`config.mk`:
```
export PLATFORM = sky130hd
export DESIGN_NAME = alu_calc_param
export DESIGN_NICKNAME = d
export VERILOG_FILES = /design/src/rtl/alu_calc_pkg.sv /design/src/rtl/alu_calc_param_btn_debounce.sv /design/src/rtl/alu_calc_param.sv
export SDC_FILE = /design/constraint.sdc
export NUM_CORES = 1
export LEC_CHECK = 0
export ABC_AREA = 1
export BUFFER_PORTS_ARGS = -buffer_cell sky130_fd_sc_hd__buf_2
export CELL_PAD_IN_SITES_DETAIL_PLACEMENT = 0
export CELL_PAD_IN_SITES_GLOBAL_PLACEMENT = 2
export CORE_MARGIN = 5
export CORE_UTILIZATION = 25
export DETAILED_ROUTE_END_ITERATION = 10
export PLACE_DENSITY_LB_ADDON = 0.3
export SLEW_MARGIN = 15
export SYNTH_ARGS = -nofsm -noshare
export SYNTH_HDL_FRONTEND = slang
export SYNTH_SLANG_ARGS = --single-unit
```
`constraint.sdc`:
```
create_clock -name clk -period 5.3 [get_ports clk]
set_input_delay 0 -clock clk [delete_from_list [all_inputs] [get_ports clk]]
set_output_delay 0 -clock clk [all_outputs]
set_load 0.005 [all_outputs]
```
`src/rtl/alu_calc_pkg.sv`:
```
// rtl/alu_calc_pkg.sv - shared op codes, flag indices and hex glyph table for alu_calc_param
package alu_calc_pkg;

    localparam logic [2:0] OP_ADD = 3'b000;
    localparam logic [2:0] OP_SUB = 3'b001;
    localparam logic [2:0] OP_AND = 3'b010;
    localparam logic [2:0] OP_OR  = 3'b011;
    localparam logic [2:0] OP_XOR = 3'b100;
    localparam logic [2:0] OP_NOT = 3'b101;
    localparam logic [2:0] OP_SHL = 3'b110;
    localparam logic [2:0] OP_SHR = 3'b111;

    localparam int FLAG_Z = 0;
    localparam int FLAG_N = 1;
    localparam int FLAG_C = 2;
    localparam int FLAG_V = 3;

    // Active-low gfedcba glyphs, entry F first so that HEX_SEG[n] selects digit n.
    localparam logic [15:0][6:0] HEX_SEG = {
        7'b0001110, 7'b0000110, 7'b0100001, 7'b1000110,
        7'b0000011, 7'b0001000, 7'b0010000, 7'b0000000,
        7'b1111000, 7'b0000010, 7'b0010010, 7'b0011001,
        7'b0110000, 7'b0100100, 7'b1111001, 7'b1000000
    };

endpackage

```
`src/rtl/alu_calc_param_btn_debounce.sv`:
```
// rtl/alu_calc_param_btn_debounce.sv - button synchroniser, debouncer and rising-edge pulse
module btn_debounce #(
    parameter int DEBOUNCE_CYCLES = 16
) (
    input  logic clk,
    input  logic rst,
    input  logic btn_raw,
    output logic pulse
);

    localparam int CW = $clog2(DEBOUNCE_CYCLES + 1);

    logic          sync1_q, sync1_d;
    logic          sync2_q, sync2_d;
    logic          db_q, db_d;
    logic [CW-1:0] cnt_q, cnt_d;
    logic          pulse_q, pulse_d;

    always_comb begin
        sync1_d = btn_raw;
        sync2_d = sync1_q;
        db_d    = db_q;
        cnt_d   = '0;
        // The counter only survives while the synchronised level disagrees with the accepted one.
        if (sync2_q != db_q) begin
            if (cnt_q == CW'(DEBOUNCE_CYCLES - 1)) begin
                db_d  = ~db_q;
                cnt_d = '0;
            end else begin
                cnt_d = cnt_q + 1'b1;
            end
        end
        pulse_d = db_d & ~db_q;
    end

    always_ff @(posedge clk or posedge rst) begin
        if (rst) begin
            sync1_q <= 1'b0;
            sync2_q <= 1'b0;
            db_q    <= 1'b0;
            cnt_q   <= '0;
            pulse_q <= 1'b0;
        end else begin
            sync1_q <= sync1_d;
            sync2_q <= sync2_d;
            db_q    <= db_d;
            cnt_q   <= cnt_d;
            pulse_q <= pulse_d;
        end
    end

    assign pulse = pulse_q;

endmodule

```
`src/rtl/alu_calc_param.sv`:
```
// rtl/alu_calc_param.sv - button-loaded operand ALU with accumulate and 4-digit hex display
module alu_calc_param
    import alu_calc_pkg::*;
#(
    parameter int WIDTH           = 8,
    parameter int DEBOUNCE_CYCLES = 16,
    parameter int REFRESH_CYCLES  = 4
) (
    input  logic             clk,
    input  logic             rst,
    input  logic             btn1,
    input  logic             btn2,
    input  logic             btn_acc,
    input  logic [WIDTH-1:0] in,
    input  logic [2:0]       sel,
    output logic [WIDTH-1:0] Y,
    output logic [3:0]       flags,
    output logic [6:0]       seg,
    output logic [3:0]       an
);

    localparam int SHW = $clog2(WIDTH);
    localparam int RW  = (REFRESH_CYCLES > 1) ? $clog2(REFRESH_CYCLES) : 1;

    logic p1, p2, pacc;

    btn_debounce #(.DEBOUNCE_CYCLES(DEBOUNCE_CYCLES)) u_db_a (
        .clk(clk), .rst(rst), .btn_raw(btn1), .pulse(p1)
    );
    btn_debounce #(.DEBOUNCE_CYCLES(DEBOUNCE_CYCLES)) u_db_b (
        .clk(clk), .rst(rst), .btn_raw(btn2), .pulse(p2)
    );
    btn_debounce #(.DEBOUNCE_CYCLES(DEBOUNCE_CYCLES)) u_db_acc (
        .clk(clk), .rst(rst), .btn_raw(btn_acc), .pulse(pacc)
    );

    logic [WIDTH-1:0] a_q, a_d;
    logic [WIDTH-1:0] b_q, b_d;
    logic [WIDTH-1:0] y_q, y_d;
    logic [3:0]       flags_q, flags_d;
    logic [RW-1:0]    ref_q, ref_d;
    logic [1:0]       digit_q, digit_d;
    logic [3:0]       an_q, an_d;
    logic [6:0]       seg_q, seg_d;

    logic [WIDTH:0]   ext;
    logic             carry, ovf;
    logic [15:0]      disp_val;
    logic [3:0]       nib;

    always_comb begin
        a_d = a_q;
        if (p1) begin
            a_d = in;
        end else if (pacc) begin
            a_d = y_q;
        end
        b_d = p2 ? in : b_q;
    end

    always_comb begin
        ext   = '0;
        y_d   = '0;
        carry = 1'b0;
        ovf   = 1'b0;
        case (sel)
            OP_ADD: begin
                ext   = {1'b0, a_q} + {1'b0, b_q};
                y_d   = ext[WIDTH-1:0];
                carry = ext[WIDTH];
                ovf   = (a_q[WIDTH-1] == b_q[WIDTH-1]) && (y_d[WIDTH-1] != a_q[WIDTH-1]);
            end
            OP_SUB: begin
                // The extra top bit of the widened difference is the unsigned borrow.
                ext   = {1'b0, a_q} - {1'b0, b_q};
                y_d   = ext[WIDTH-1:0];
                carry = ext[WIDTH];
                ovf   = (a_q[WIDTH-1] != b_q[WIDTH-1]) && (y_d[WIDTH-1] != a_q[WIDTH-1]);
            end
            OP_AND:  y_d = a_q & b_q;
            OP_OR:   y_d = a_q | b_q;
            OP_XOR:  y_d = a_q ^ b_q;
            OP_NOT:  y_d = ~a_q;
            OP_SHL:  y_d = a_q << b_q[SHW-1:0];
            OP_SHR:  y_d = a_q >> b_q[SHW-1:0];
            default: y_d = '0;
        endcase
        flags_d         = '0;
        flags_d[FLAG_Z] = (y_d == '0);
        flags_d[FLAG_N] = y_d[WIDTH-1];
        flags_d[FLAG_C] = carry;
        flags_d[FLAG_V] = ovf;
    end

    always_comb begin
        ref_d   = ref_q + 1'b1;
        digit_d = digit_q;
        if (ref_q == RW'(REFRESH_CYCLES - 1)) begin
            ref_d   = '0;
            digit_d = digit_q + 2'd1;
        end
        disp_val = 16'(y_q);
        nib      = disp_val[digit_d*4 +: 4];
        // an and seg are both derived from the next digit index so they switch on the same edge.
        an_d     = ~(4'b0001 << digit_d);
        seg_d    = HEX_SEG[nib];
    end

    always_ff @(posedge clk or posedge rst) begin
        if (rst) begin
            a_q     <= '0;
            b_q     <= '0;
            y_q     <= '0;
            flags_q <= 4'b0001;
            ref_q   <= '0;
            digit_q <= '0;
            an_q    <= 4'b1110;
            seg_q   <= 7'b1000000;
        end else begin
            a_q     <= a_d;
            b_q     <= b_d;
            y_q     <= y_d;
            flags_q <= flags_d;
            ref_q   <= ref_d;
            digit_q <= digit_d;
            an_q    <= an_d;
            seg_q   <= seg_d;
        end
    end

    assign Y     = y_q;
    assign flags = flags_q;
    assign an    = an_q;
    assign seg   = seg_q;

endmodule

```
-- Word-level counts from Yosys, hierarchy flattened
Memories as Yosys holds them, arrays and structs flattened. A register that Yosys moved wholly into a read port is not among the register bits.
Cells that the tools add are included.
- register bits: 63
- ROM bits: 112
- input bits: 16
- output and inout bits: 23
- word-level logic and storage cells: 87
- memories: 1
- add/sub/neg operators: 7
- eq/ne operators: 18
- shift operators: 4
- multiplexer cells: 19
- bitwise gates (word level): 11
- reductions and logical operators: 5
- memory list (memory ; depth ; width ; read ports ; clocked after memory_dff ; write ports ; line ; source):
    (name not given) ; 16 ; 7 ; 1 ; 1 ; 0 ; alu_calc_param.sv:106 ; seg_d = HEX_SEG[nib];
- operator list (operator ; count):
    $pmux 8 s8 ; 1
    $mux 5 ; 6
    $mux 8 ; 2
    $shiftx 16x5->4 ; 1
    $add 5x1->5 const B ; 3
    $eq 5x4->1 const B ; 3
    $eq 3x3->1 const B ; 4
    $add 8x8->9 ; 1
    $sub 8x8->9 ; 1
    $and 8x8->8 ; 1
    $logic_not 8->1 ; 1
    $not 8->8 ; 1
    $or 8x8->8 ; 1
    $shl 8x3->8 ; 1
    $shr 8x3->8 ; 1
    $xor 8x8->8 ; 1
    $eq 3x2->1 const B ; 2
    $mux 1 ; 6
    $ne 1x1->1 ; 6
    $add 2x1->2 const B ; 2
    $mux 2 ; 2
    $not 4->4 ; 1
    $pmux 1 s2 ; 2
    $shl 1x2->4 const A ; 1
    other kinds (8) ; 13

-- Depth between registers and ports, before layout
Gate-level depths: netlist (run 1).
- depth after elaboration: 4
- mapped depth: 16
- mapped depth without buffers: 15

-- By module
From an unflattened synthesis (run 1), not the netlist that was laid out.
- cell total of the unflattened synthesis: 618
- area, all modules: 4565.6 um^2
- modules (own cells, without submodules) (module ; times used ; cells each ; area each (um^2) ; sequential area each (um^2)):
    alu_calc_param ; 1 ; 501 ; 3488.3 ; 1057.3
    btn_debounce ; 3 ; 39 ; 359.1 ; 225.2

-- Worst setup path before layout (run 1)
Ideal clock, no wire load.
- path kind: register to register
- from: register ref_q[0]
- to: register seg_q[3], in the netlist seg[3]
- setup time: 0.065 ns
- arrival: 2.018 ns
- data required time: 5.235 ns
- path slack: 3.217 ns
- cell stages (with the launch flop): 11
- path buffers: 0
- clock period less this slack: 2.083 ns
- path through: dfrtp_1 ha_1 xnor2_2 inv_2 nand2_4 o22ai_1 inv_1 ha_1 a21oi_1 o21ai_0 nand2_1
- word-level cells in the longest chain between the ends: 3
- ends and longest elaborated chain (element ; line ; source):
    from (decl) ; alu_calc_param.sv:41 ; logic [RW-1:0] ref_q, ref_d;
    from (signal assigned) ; alu_calc_param.sv:124 ; ref_q <= ref_d;
    $eq 2x2->1 ; alu_calc_param.sv:98 ; if (ref_q == RW'(REFRESH_CYCLES - 1)) begin
    $mux 2 ; alu_calc_param.sv:98 ;
    via digit_d[0] ; alu_calc_param.sv:42 ; logic [1:0] digit_q, digit_d;
    $shiftx 16x5->4 ; alu_calc_param.sv:103 ; nib = disp_val[digit_d*4 +: 4];
    to (decl) ; alu_calc_param.sv:44 ; logic [6:0] seg_q, seg_d;
The timed path passes the listed nets, and every way through them passes these cells.
A chain may end at the register's enable or synchronous reset.

-- Final worst setup path (run 1)
- from: register b_q[1]
- to: register flags_q[0], in the netlist flags[0]
- word-level cells in the longest chain between the ends: 3
- elaborated cells between the ends (all ways): 9
- classes of those cells: add/sub (2); shift (2); mux (1); bitwise (3); reduce/logical (1)
- ends and longest elaborated chain (element ; line ; source):
    from (decl) ; alu_calc_param.sv:38 ; logic [WIDTH-1:0] b_q, b_d;
    from (signal assigned) ; alu_calc_param.sv:112 ; b_q <= '0;
    from (signal assigned) ; alu_calc_param.sv:121 ; b_q <= b_d;
    $sub 8x8->9 (tied with other cells) ; alu_calc_param.sv:75 ; ext = {1'b0, a_q} - {1'b0, b_q};
    $pmux 8 s8 * ; alu_calc_param.sv:66 ; case (sel)
    via flags_d[1] ; alu_calc_param.sv:40 ; logic [3:0] flags_q, flags_d;
    $logic_not 8->1 * ; alu_calc_param.sv:89 ; flags_d[FLAG_Z] = (y_d == '0);
    via flags_d[0] ; alu_calc_param.sv:40 ;
    to (signal assigned) ; alu_calc_param.sv:123 ; flags_q <= flags_d;
    to (decl) ; alu_calc_param.sv:40 ;
Mark *: on every way through the listed nets, which the timed path passes. The rest lies on a longest branch.

==> results of run 1 <==
-- critical path, stage by stage (launching register included) --
cell and delay [ps]:
dfrtp_1 750, inv_2 310, ha_1 420, nor2_1 160
nand2_1 80, nand2_1 100, nand2_1 100, nand2_1 100
nand2_1 60, nand3_1 70, nand3_1 100, nor2_1 150
nand2_1 60, nor2_1 90
-- logic make-up (layout without fill, tap and decap cells) --
kind of cell,count (synthesis),after routing,synth area share [%]
AOI/OAI and AO/OA,74,74,9.83
xor gates and xnor gates,9,9,2.05
adders and majority gates,37,37,10.5
buffers and inverters,97,148,9.06
DFF,69,69,37.9
and+or+nand+nor,314,314,30.7
-- state kept, by name (all words and copies together) (netlist names) --
register,cells
u_db_acc.cnt_q,5
u_db_acc.pulse,1
seg,7
flags,4
u_db_b.cnt_q,5
digit_q,2
u_db_acc.sync1_q,1
u_db_acc.sync2_q,1
u_db_a.cnt_q,5
u_db_a.pulse,1
b_q,8
u_db_a.db_q,1
u_db_b.sync2_q,1
a_q,8
u_db_b.db_q,1
u_db_b.pulse,1
u_db_b.sync1_q,1
u_db_a.sync2_q,1
u_db_acc.db_q,1
u_db_a.sync1_q,1
Y,7
ref_q,2
an,4
-- cell type report --
type | instances | area (um2)
timing repair buffer | 51 | 318
fill | 1957 | 12600
multi-input combinational | 434 | 2420
tap | 229 | 287
inverter | 81 | 304
clock buffer | 9 | 225
sequential | 69 | 1730
clock inverter | 7 | 105
-- metrics by stage --
step / util [%] / worst slack (ps)
6_report: 30.0 / 2710
5_1_grt: 30.0 / 2430
4_1_cts: 30.0 / 2760
3_5_place_dp: 27.5 / 2800
3_3_place_gp: 27.5 / 2820
2_1_floorplan: - / 3220
-- power by group through the flow --
stage	clock network (mW)	registers (mW)	logic (mW)
after floorplan	0	0.572	0.0812
after global placement	0	0.573	0.137
after detailed placement	0	0.573	0.135
after CTS	0.695	0.564	0.143
after global routing	0.715	0.567	0.160
final	0.672	0.564	0.141
-- routing by layer --
metal / global-route usage, % / share of wire [%] / vias up
li1: - / - / 2049
met1: 19.9 / 49 / 1962
met2: 21.6 / 44 / 85
met3: 2.99 / 3.8 / 24
met4: 4.66 / 2.7 / 0
met5: 0 / 0 / -
-- path summary, 6_finish.rpt --
path                                  end  slack, ps
max in group asynchronous            Y[3]       4210
max                              flags[0]       2710
min reg2reg                u_db_a.sync2_q        350
min in group asynchronous        flags[3]        480
max reg2reg                      flags[0]       2710
min                                  Y[1]        300
-- cell usage in the layout (no fill, tap or decap), types with 2 or more instances in the layout --
cell type and instances:
nand2_1 140, inv_1 71, nand3_1 71, dfrtp_1 64
nor2_1 57, buf_2 38, ha_1 35, o21ai_0 27
a21oi_1 20, dlygate4sd3_1 12, o22ai_1 11, nand4_1 11
inv_2 10, nor3_1 10, clkbuf_16 9, a31oi_1 7
dfstp_2 5, and2_1 4, xor2_1 4, and3_1 3
xnor2_1 3, or2_2 2, nor2_2 2, a22oi_2 2
nand2_4 2, nor3_2 2, nand3_2 2, nand2_2 2
o22ai_4 2, o211ai_1 2, fa_1 2, bufinv_16 2
inv_6 2
-- repair_timing --
action / CTS / global route
setup buffers: 0 / 0
hold endpoints to repair: 79 / 0
hold buffers: 12 / 0
resized for setup: 0 / 0
==> impl_metrics.csv, run 1 <==
group,metric,value,unit
floorplanning,initial_core_util,25.4,%
grt,antenna_found_initial,0,
floorplanning,core-area,18000,um2
setup_path,worst-path-max-fanout,18,
min_path,hp-class,"in -> reg",
logic_synthesis,post-synth-top-count-cell,"nand2_1",
routing,first_pass_iters,7,
power_and_ir_drop,powerDensity,255,nW/um2
floorplanning,pin_count,39,
cts,root_buffer,"clkbuf_16",
floorplanning,die_w,145,um
placed_design,dp.cells,852,
grt,grt_pass1_wl,23.5,mm
routing,drt_iter0_markers,227,
timing,tightest_slew,910,ps
floorplanning,rows,49,
floorplanning,design.die.area,21100,um2
power_and_ir_drop,intPower,1.02,mW
power_and_ir_drop,sw_frac_of_total,25.8,%
cts,clock_sinks,69,
logic_synthesis,async_flop_share,100,%
timing,timing_max_transition_violations_final,0,
placed_design,routabilityCongestion,0.875,
logic_synthesis,synth_flop_cell,"dfrtp_1",
finish,layout-drive-gt1-share,13.8,%
setup_path,r2r-start,"b_q[1]",
flow_run,drv_cap,0,
timing,fin_crit,2590,ps
timing,tns,0,ps
floorplanning,die_h,145,um
cts,cts.clk_slew.worst_paths,60,ps
logic_synthesis,ys_ff_latch,69,
power_and_ir_drop,power,1.38,mW
cts,clockBufferDepth,2,
routing,antenna_left,0,
timing,finClkSkew,10.6,ps
routing,drc,0,
finish,nNetsFinal,699,
power_and_ir_drop,p_leak,2.69,nW
timing,worst_hold_slack,296,ps
logic_synthesis,synth_edf_count,0,
setup_path,critPathLaunch,"b_q[1]",
cts,cts_tree,"built",
timing,fmax,386,MHz
logic_synthesis,syn_nets,653,
setup_path,critPathKind,"reg -> reg",
grt,first_global_vias,4099,
routing,wl_per_cell,16.7,um
logic_synthesis,synth.largest_area_cell,"dfrtp_1",
cts,clock_latency,340,ps
timing,setup_violations,0,
grt,grt_max_degree,70,
min_path,hp-start,"sel[2]",
setup_path,required,5560,ps
power_and_ir_drop,ir_drop,0.000175,V
routing,wirelength,14.7,mm
cts,cts_htree_levels,3,
logic_synthesis,yosys.cell_types.count,44,
setup_path,r2r_cells,13,
run_status,status,"complete, no violations",
logic_synthesis,ys_top_cells_by_count,"nand2_1, inv_1, nand3_1",
placed_design,placed_area,4940,um2
placed_design,hpwl,11.4,mm
finish,antennaDiodeCount,0,
timing,relSlewSlack,39.3,%
power_and_ir_drop,clock_power_share,48.8,%
power_and_ir_drop,p_comb_share,10.2,%
timing,rsz0062_at_grt,"false",
setup_path,end_kind,"register",
logic_synthesis,synth.area.top_cells,"dfrtp_1, nand2_1, ha_1, nand3_1, inv_1",
logic_synthesis,yosysWarnings,0,
finish,final_cells,880,
placed_design,numPortBuffers,38,
power_and_ir_drop,p_sw,0.356,mW
cts,cts_made_buffers,9,
setup_path,start_kind,"register",
setup_path,worstPathArrival,2860,ps
power_and_ir_drop,p_seq_share,41.0,%
logic_synthesis,syn_area,4570,um2
timing,fin_crit_sh,48.9,%
min_path,hold_depth,3,
routing,routed-via-count,4120,
timing,final_hold_viol_count,0,
finish,design_area,5390,um2
grt,grt-ovfl-total,0,
logic_synthesis,postSynthCellCount,600,
logic_synthesis,avgSynthCellArea,7.62,um2
finish,syn_to_final_growth,18.0,%
grt,grt.total_usage,14.1,%
logic_synthesis,netlist.area_leader.share,35.0,%
routing,vias_per_cell,4.68,
logic_synthesis,synth-seq-area-share,37.9,%
(Power assumes the default switching activity.)
==> inputs of run 2 (changes only) <==
- clock period: 5.3 -> 2.6 ns (I/O delays scaled with it)
==> run 2 against run 1 <==
  * Clock-buffer cell count rose by 1
  * Global-route usage increased by 0.28 points
  * Register-to-register slack worse by 2500 ps
  * Clock skew hardly changed
  * Via count increased by 1.7%
  * Worst hold slack worse by 43 ps
  * Sequential power is 100% higher
  * Core utilization rose by 0.42 points
  * Largest cell class unchanged
  * Design area rose by 1.4%
  * Clock power up 77%
==> impl_metrics.csv, run 2 (synthesis results as in run 1) <==
group,metric,value,unit
grt,first_global_vias,4245,
finish,design_area,5470,um2
power_and_ir_drop,p_leak,2.75,nW
min_path,hp-class,"in -> async",
cts,clock_latency,330,ps
grt,grt-ovfl-total,0,
placed_design,hpwl,12.1,mm
routing,routed-via-count,4190,
finish,syn_to_final_growth,19.7,%
routing,vias_per_cell,4.68,
routing,drt_iter0_markers,301,
setup_path,critPathKind,"reg -> reg",
finish,largestRegisters,"a_q x8, b_q x8",
setup_path,path_cells,"inv_2, ha_1, inv_1, fa_1, or2_1, nand3_1, nand3_1, nor2_1, nand4_1, nor2_1, nand2_1, nor2_1",
setup_path,r2r-end,"flags[0]",
cts,cts_tree,"built",
cts,cts_made_buffers,9,
setup_path,worstPathArrival,2610,ps
finish,nNetsFinal,714,
power_and_ir_drop,powerDensity,483,nW/um2
routing,first_pass_iters,4,
setup_path,max_stage_delay,420,ps
setup_path,slowest_stage,"dfrtp_1",
routing,wl_per_cell,16.8,um
setup_path,path_buf_inv,2,
routing,wirelength,15.0,mm
floorplanning,die_w,145,um
cts,cts.clk_slew.worst_paths,60,ps
grt,grt_pass1_wl,24.2,mm
finish,antennaDiodeCount,0,
placed_design,dp.cells,866,
timing,finClkSkew,10.2,ps
floorplanning,rows,49,
floorplanning,die_h,145,um
placed_design,placed_area,5050,um2
setup_path,worst-path-max-fanout,5,
run_status,status,"complete, no violations",
timing,final_hold_viol_count,0,
setup_path,regToRegSetupSlack,250,ps
cts,clockBufferDepth,2,
setup_path,r2r-start,"a_q[0]",
setup_path,required,2860,ps
routing,antenna_left,0,
grt,grt.total_usage,14.4,%
timing,tightest_slew,681,ps
floorplanning,core-area,18000,um2
grt,grt_max_degree,27,
finish,layout_commonest_cell,"nand2_1",
timing,worst_hold_slack,253,ps
timing,fin_crit_sh,90.3,%
setup_path,cp_common_cell,"nor2_1",
finish,layout-drive-gt1-share,15.9,%
timing,fin_crit,2350,ps
timing,relSlewSlack,54.3,%
setup_path,start_kind,"register",
timing,setup_violations,0,
placed_design,numPortBuffers,38,
routing,drc,0,
floorplanning,pin_count,39,
floorplanning,initial_core_util,25.4,%
setup_path,crit_family,"simple AND/OR/NAND/NOR gates",
placed_design,routabilityCongestion,0.868,
timing,timing_max_transition_violations_final,0,
cts,cts_htree_levels,3,
power_and_ir_drop,ir_drop,0.000419,V
flow_run,drv_cap,0,
setup_path,end_kind,"register",
floorplanning,design.die.area,21100,um2
finish,most-common-layout-cells,"nand2_1, nand3_1, inv_1, dfrtp_1, nor2_1",
power_and_ir_drop,power,2.64,mW
timing,fmax,426,MHz
setup_path,r2r_cells,12,
cts,root_buffer,"clkbuf_16",
finish,fillers,1938,
grt,antenna_found_initial,0,
finish,final_cells,895,
cts,clock_sinks,69,
[run 2: cell count changes in the layout (fill, tap and decap cells not counted), sizes merged]
cell and delta:
bufinv -2, clkinv +1, clkbuf +1, buf +15
[run 2: layout make-up]
cell class | instances | area (um2) | area share, %
multi-input cells | 434 | 2420 | 44.3
repair buffers | 66 | 430 | 7.87
clock inverters | 6 | 53.8 | 0.984
inverters | 81 | 304 | 5.56
well taps | 229 | 287 | 5.24
flip-flops and latches | 69 | 1730 | 31.7
clock buffers | 10 | 239 | 4.37
[run 2: how the worst max path moves through the flow]
stage | startpoint | end | slack, ps | depth (start not counted)
2_1_floorplan | ref_q[0] | seg[3] | 520 | 10
3_3_place_gp | a_q[0] | flags[0] | 200 | 12
3_5_place_dp | a_q[0] | flags[0] | 230 | 12
4_1_cts | a_q[0] | flags[0] | 200 | 12
5_1_grt | a_q[0] | flags[0] | -0.2 | 12
6_report | a_q[0] | flags[0] | 250 | 12
[run 2: per-layer routing]
| metal | up-vias | GRT usage (%) | share of wire (%) |
|---|---|---|---|
| met3 | 18 | 2.59 | 3.8 |
| li1 | 2075 | - | - |
| met1 | 2012 | 20.0 | 48 |
| met2 | 85 | 23.1 | 46 |
| met5 | - | 0 | 0 |
| met4 | 0 | 4.06 | 1.9 |
[run 2: repair_timing]
action / 4_1_cts / 5_1_grt
endpoints found under the hold margin: 36 / 0
setup endpoints to repair: 0 / 1
hold buffers: 12 / 0
resized for setup: 0 / 1
buffers inserted: 0 / 1
[run 2: worst min-delay path: stages]
cell and delay [ps]:
dlygate4sd3_1 520, buf_2 120, inv_2 390
[run 2: stage by stage]
stage	util (%)	setup WS [ps]	TNS, ps
after floorplan	-	517	0
after global placement	28.1	201	0
after detailed placement	28.1	232	0
after CTS	30.4	197	0
after global routing	30.4	-0.197	-0.197
final	30.4	252	0
[run 2: power by group]
group | internal, mW | leakage (nW) | switching, mW
registers | 1.12 | 0.846 | 0.0270
logic | 0.110 | 1.76 | 0.190
clock network | 0.688 | 0.142 | 0.502
